### config.mk
export PLATFORM = sky130hd
export DESIGN_NAME = tx_frame_ctrl
export DESIGN_NICKNAME = d
export VERILOG_FILES = /design/src/rtl/tx_pkg.sv /design/src/rtl/tx_dcnt.sv /design/src/rtl/tx_frame_ctrl.sv
export SDC_FILE = /design/constraint.sdc
export NUM_CORES = 1
export LEC_CHECK = 0
export CELL_PAD_IN_SITES_DETAIL_PLACEMENT = 0
export CELL_PAD_IN_SITES_GLOBAL_PLACEMENT = 1
export CORE_UTILIZATION = 28
export DETAILED_ROUTE_END_ITERATION = 6
export GPL_ROUTABILITY_DRIVEN = 0
export PLACE_DENSITY = 0.78
export SYNTH_ARGS = -nofsm -noshare
export SYNTH_HDL_FRONTEND = slang
export SYNTH_SLANG_ARGS = --single-unit
### constraint.sdc
create_clock -name CLK_I -period 2.1 [get_ports CLK_I]
set_clock_uncertainty 0.2 [all_clocks]
set_input_delay 0.21 -clock CLK_I [delete_from_list [all_inputs] [get_ports CLK_I]]
set_output_delay 0.21 -clock CLK_I [all_outputs]
set_load 0.01 [all_outputs]
### src/rtl/tx_pkg.sv
// ============================================================================
// Module   : tx_pkg
// Purpose  : Shared types and constants for the transmit frame sequencer.
// Revision : 1.0
// ============================================================================
`default_nettype none

package tx_pkg;

    typedef enum logic [1:0] {
        IDLE = 2'd0,
        RUN  = 2'd1,
        TAIL = 2'd2,
        GAP  = 2'd3
    } tx_state_e;

    localparam int unsigned SYM_LEN_DEF = 320;
    localparam int unsigned WORD_W      = 32;
    localparam int unsigned NSYM_W      = 8;

endpackage

`default_nettype wire

### src/rtl/tx_dcnt.sv
// ============================================================================
// Module   : tx_dcnt
// Purpose  : Loadable down-counter with zero flag; saturates at zero.
// Revision : 1.0
// ============================================================================
`default_nettype none

module tx_dcnt #(
    parameter int unsigned WIDTH = 8
) (
    input  logic             clk_i,
    input  logic             rst_ni,
    input  logic             load_i,
    input  logic [WIDTH-1:0] load_val_i,
    input  logic             dec_i,
    output logic             zero_o
);

    localparam logic [WIDTH-1:0] ONE = WIDTH'(1);

    logic [WIDTH-1:0] cnt_q;
    logic [WIDTH-1:0] cnt_d;

    always_comb begin
        cnt_d = cnt_q;
        if (load_i) begin
            cnt_d = load_val_i;
        end else if (dec_i && (cnt_q != '0)) begin
            cnt_d = cnt_q - ONE;
        end
    end

    always_ff @(posedge clk_i) begin
        if (!rst_ni) begin
            cnt_q <= '0;
        end else begin
            cnt_q <= cnt_d;
        end
    end

    assign zero_o = (cnt_q == '0);

endmodule

`default_nettype wire

### src/rtl/tx_frame_ctrl.sv
// ============================================================================
// Module   : tx_frame_ctrl
// Purpose  : Frame sequencer between symbol source and preamble/output stage.
//            Optional starvation flag under TX_FRAME_CTRL_UNDERRUN_DET_EN.
// Revision : 1.0
// ============================================================================
`default_nettype none

module tx_frame_ctrl
    import tx_pkg::*;
#(
    parameter int unsigned SYM_LEN  = SYM_LEN_DEF,
    parameter int unsigned TAIL_LEN = 4,
    parameter int unsigned GAP_LEN  = 16
) (
    input  logic              CLK_I,
    input  logic              RST_I,
    input  logic              START_I,
    input  logic [NSYM_W-1:0] NSYM_I,
    input  logic              ABORT_I,
    input  logic [WORD_W-1:0] DAT_I,
    input  logic              STB_I,
    output logic              ACK_O,
    output logic [WORD_W-1:0] DAT_O,
    output logic              CYC_O,
    output logic              STB_O,
    output logic              WE_O,
    input  logic              ACK_I,
    output logic              BUSY_O,
    output logic              DONE_O,
    output logic [NSYM_W-1:0] SYM_CNT_O
`ifdef TX_FRAME_CTRL_UNDERRUN_DET_EN
    ,
    output logic              UNDERRUN_O
`endif
);

    localparam int unsigned SAMP_W = $clog2(SYM_LEN);
    localparam int unsigned TAIL_W = $clog2(TAIL_LEN + 1);
    localparam int unsigned GAP_W  = $clog2(GAP_LEN + 1);

    localparam logic [SAMP_W-1:0] SAMP_LAST = SAMP_W'(SYM_LEN - 1);
    localparam logic [SAMP_W-1:0] SAMP_ONE  = SAMP_W'(1);
    localparam logic [NSYM_W-1:0] SYM_ONE   = NSYM_W'(1);
    localparam logic [TAIL_W-1:0] TAIL_LOAD = TAIL_W'(TAIL_LEN - 1);
    localparam logic [GAP_W-1:0]  GAP_LOAD  = GAP_W'(GAP_LEN - 1);

    tx_state_e         state_q, state_d;
    logic [SAMP_W-1:0] samp_q, samp_d;
    logic [NSYM_W-1:0] sym_q, sym_d;
    logic [NSYM_W-1:0] nsym_q, nsym_d;
    logic              cyc_q, cyc_d;
    logic              busy_q, busy_d;
    logic              done_q, done_d;

    logic tail_load, tail_zero;
    logic gap_load, gap_zero;
    logic start_acc;
    logic xfer;

    assign start_acc = (state_q == IDLE) && START_I && (NSYM_I != '0);
    assign STB_O     = STB_I && (state_q == RUN);
    assign WE_O      = STB_O;
    assign ACK_O     = ACK_I && STB_O;
    assign DAT_O     = DAT_I;
    assign xfer      = STB_O && ACK_I;

    always_comb begin
        state_d   = state_q;
        samp_d    = samp_q;
        sym_d     = sym_q;
        nsym_d    = nsym_q;
        tail_load = 1'b0;
        gap_load  = 1'b0;
        case (state_q)
            IDLE: begin
                if (start_acc) begin
                    nsym_d  = NSYM_I;
                    samp_d  = '0;
                    sym_d   = '0;
                    state_d = RUN;
                end
            end
            RUN: begin
                if (xfer) begin
                    if (samp_q == SAMP_LAST) begin
                        samp_d = '0;
                        sym_d  = sym_q + SYM_ONE;
                        if (sym_d == nsym_q) begin
                            state_d = TAIL;
                        end
                    end else begin
                        samp_d = samp_q + SAMP_ONE;
                    end
                end
                // A same-cycle transfer is still counted before leaving RUN.
                if (ABORT_I) begin
                    state_d = TAIL;
                end
                tail_load = (state_d == TAIL);
            end
            TAIL: begin
                if (tail_zero) begin
                    state_d  = GAP;
                    gap_load = 1'b1;
                end
            end
            GAP: begin
                if (gap_zero) begin
                    state_d = IDLE;
                end
            end
            default: state_d = IDLE;
        endcase
    end

    assign cyc_d  = (state_d == RUN) || (state_d == TAIL);
    assign busy_d = (state_d != IDLE);
    assign done_d = (state_q == GAP) && gap_zero;

    always_ff @(posedge CLK_I) begin
        if (!RST_I) begin
            state_q <= IDLE;
            samp_q  <= '0;
            sym_q   <= '0;
            nsym_q  <= '0;
            cyc_q   <= 1'b0;
            busy_q  <= 1'b0;
            done_q  <= 1'b0;
        end else begin
            state_q <= state_d;
            samp_q  <= samp_d;
            sym_q   <= sym_d;
            nsym_q  <= nsym_d;
            cyc_q   <= cyc_d;
            busy_q  <= busy_d;
            done_q  <= done_d;
        end
    end

    tx_dcnt #(.WIDTH(TAIL_W)) u_tail_cnt (
        .clk_i      (CLK_I),
        .rst_ni     (RST_I),
        .load_i     (tail_load),
        .load_val_i (TAIL_LOAD),
        .dec_i      (state_q == TAIL),
        .zero_o     (tail_zero)
    );

    tx_dcnt #(.WIDTH(GAP_W)) u_gap_cnt (
        .clk_i      (CLK_I),
        .rst_ni     (RST_I),
        .load_i     (gap_load),
        .load_val_i (GAP_LOAD),
        .dec_i      (state_q == GAP),
        .zero_o     (gap_zero)
    );

    assign CYC_O     = cyc_q;
    assign BUSY_O    = busy_q;
    assign DONE_O    = done_q;
    assign SYM_CNT_O = sym_q;

`ifdef TX_FRAME_CTRL_UNDERRUN_DET_EN
    logic underrun_q, underrun_d;

    // Starved: downstream ready but source idle after the frame has begun.
    always_comb begin
        underrun_d = underrun_q;
        if (start_acc) begin
            underrun_d = 1'b0;
        end else if ((state_q == RUN) && ((samp_q != '0) || (sym_q != '0))
                     && !STB_I && ACK_I) begin
            underrun_d = 1'b1;
        end
    end

    always_ff @(posedge CLK_I) begin
        if (!RST_I) begin
            underrun_q <= 1'b0;
        end else begin
            underrun_q <= underrun_d;
        end
    end

    assign UNDERRUN_O = underrun_q;
`endif

endmodule

`default_nettype wire

==> results.cfg <==
[route]
drt-pass1-iter-count = 4
via_per_inst = 4.67
drc = 0
wire_per_inst_um = 13.2
vias = 2012
drt_wl_total_um = 5710
ant_nets = 0
drt_iter0_drc = 57

[grt]
grt_pass1_wl_um = 9200
grt_overflow = 0
grt_pass1_vias = 1953
grt_util_all_layers_pct = 13.6
antenna_found_initial = 0
grt_max_degree = 15

[logic_synthesis]
netlist_area_um2 = 2340
yosysSeqAreaShare_pct = 32.6
ys_warn_count = 0
async_flop_share_pct = 0
synthDominantCellAreaShare_pct = 32.6
yosys-top-cells-area = dfxtp_1 33%, buf_4 12%, nand2_1 6.1%
syn-num-nets = 333
synth_ff_type = dfxtp_1
synth_seq_cells = 38
synthDistinctLibCells = 50
synth_cells = 281
synth_top_cell_by_area = dfxtp_1
synth-edff-count = 0
synth_commonest_cells = 38 x dfxtp_1, 38 x nand2_1, 36 x buf_4
synth.avg_cell_area_um2 = 8.31

[sta]
drv_slew = 0
tns_ns = -0.187
clock.fmax_mhz = 437
fin_ws_ns = -0.187
rsz0062_at_grt = yes
finalCriticalPeriod_ns = 2.29
timing.final.crit_share_pct = 109
hold_ws_ns = 0.00646
setup_viol = 1
hold_violations = 0
worstMarginPinSlew_ns = 0.478
slew_headroom_pct = 68.0

[run_status]
status = finished, violations left
violations = negative setup slack

[layout]
fill_cells = 806
n_antenna_cell = 0
area_growth_pct = 34.3
fin_util_pct = 39.8
layout-drive-gt1-share_pct = 30.4
design_area_um2 = 3140
fin_cells = 431
final_nets = 380

[floorplanning]
die_h_um = 93.3
die_x_um = 93.3
start_util_pct = 29.6
row_count = 32
ioPinCount = 92
placeableCoreArea_um2 = 7890
die_area_um2 = 8710

[min_path]
holdPathStages = 3
hp-class = input port to flop

[clocking]
cts_made_buffers = 5
ctsRootBufferMaster = clkbuf_8
insertion_delay_ns = 0.30
cts_tree = done
h-tree-depth = 2
cts.clk_slew.worst_paths_ns = 0.08
clockBufferDepth = 2
clock-sinks = 38

[power]
power_mw = 1.92
p_sw_uw = 597
combPwrFrac_pct = 29.7
seqPwrFrac_pct = 41.9
ir_drop_uv = 298
internal-power_mw = 1.32
sw_frac_of_total_pct = 31.1
power_frac_clock_pct = 28.4
leakagePower_nw = 1.20
power.density_nw_per_um2 = 612

[critical_path]
worst-setup-path-type = flop to flop
rr_worst_depth = 7
crit_path_end_kind = flop
ff2ff_setup_slack_ns = -0.19
required_ns = 2.09
cp-start-kind = flop
critPathMaxFanout = 2
critPathArrivalTime_ns = 2.28

[flow_run]
maxCapViolations = 0

[place]
hpwl_um = 4230
dp.cells = 416
dp_worst_setup_slack_ns = -0.365
placed_area_um2 = 2860
portBuffers = 27
[sequential cells by signal (all words and copies together) (netlist names)]
| register | count |
|---|---|
| BUSY_O | 1 |
| CYC_O | 1 |
| DONE_O | 1 |
| SYM_CNT_O | 8 |
| nsym_q | 8 |
| samp_q | 9 |
| state_q | 2 |
| u_gap_cnt.cnt_q | 5 |
| u_tail_cnt.cnt_q | 3 |
[worst paths after layout]
check	start	to
max reg2reg	nsym_q[7]	CYC_O
min reg2reg	u_gap_cnt.cnt_q[4]	u_gap_cnt.cnt_q[4]
min	NSYM_I[1]	nsym_q[1]
max	nsym_q[7]	CYC_O
[power groups by stage]
stage                     combinational [mW]  clock [mW]  sequential, mW
after detailed placement               0.492           0           0.822
final                                  0.571       0.545           0.806
after global routing                   0.626       0.590           0.813
after global placement                 0.486           0           0.820
after floorplan                        0.366           0           0.818
after CTS                              0.516       0.565           0.806
[layout make-up]
class                   instances  area, µm²  area share [%]
inverters                       6       27.5           0.877
well taps                     102        128            4.07
repair buffers                 81        699            22.3
clock inverters                 2       12.5           0.399
flip-flops and latches         38        773            24.6
clock buffers                   6       82.6            2.63
multi-input cells             196       1420            45.1
[routing by layer]
layer | global-route usage, % | share of wire [%]
met5 | 0 | 0
met4 | 5.77 | 1.5
met3 | 2.85 | 4.9
met2 | 22.7 | 47
met1 | 17.0 | 46
[kinds of logic after synthesis]
logic type / share of synthesized area, %
AND/OR/NAND/NOR: 23.1
AO/OA/AOI/OAI: 20.0
buffers and inverters: 14.0
flip-flops: 32.6
XOR/XNOR: 7.12
adder cells (fa/ha/maj): 3.21
[timing repair]
item	CTS	global route
gates cloned	0	1
gates resized for setup	16	21
hold buffers	0	0
endpoints found under the setup margin	6	23
pin swaps	5	5
buffers inserted	1	5
[worst max-delay path, stage by stage, from the launching register on]
cell and delay [ns]:
dfxtp_1 0.33, xnor2_1 0.13, or4_1 0.52, o211ai_1 0.15
a41oi_2 0.18, a211oi_2 0.26, ha_1 0.26, and2_1 0.15
[cells in the final DEF (no fill, tap or decap), types with 2 or more instances in the layout]
| cell type | count |
|---|---|
| nor2_1 | 17 |
| or3b_2 | 2 |
| clkdlybuf4s50_1 | 24 |
| a21boi_0 | 12 |
| xor2_1 | 5 |
| nor2b_1 | 4 |
| inv_1 | 5 |
| dfxtp_4 | 2 |
| dlymetal6s2s_1 | 3 |
| a211oi_1 | 2 |
| a21boi_1 | 8 |
| or3_1 | 3 |
| nand2_4 | 2 |
| ha_1 | 4 |
| o211ai_1 | 3 |
| and2_1 | 6 |
| xnor2_2 | 2 |
| a31oi_1 | 3 |
| dfxtp_1 | 32 |
| a31o_2 | 2 |
| or4_4 | 2 |
| clkbuf_8 | 6 |
| or4_1 | 3 |
| buf_4 | 52 |
| a21oi_1 | 8 |
| o21ai_0 | 14 |
| nand3_1 | 7 |
| nand2b_1 | 5 |
| nand2_1 | 36 |
| nand3_4 | 2 |
| xnor2_1 | 10 |
| o21ai_1 | 4 |
| dfxtp_2 | 4 |
| nor3_1 | 3 |
Note: power is estimated with default switching activity, not from simulation.
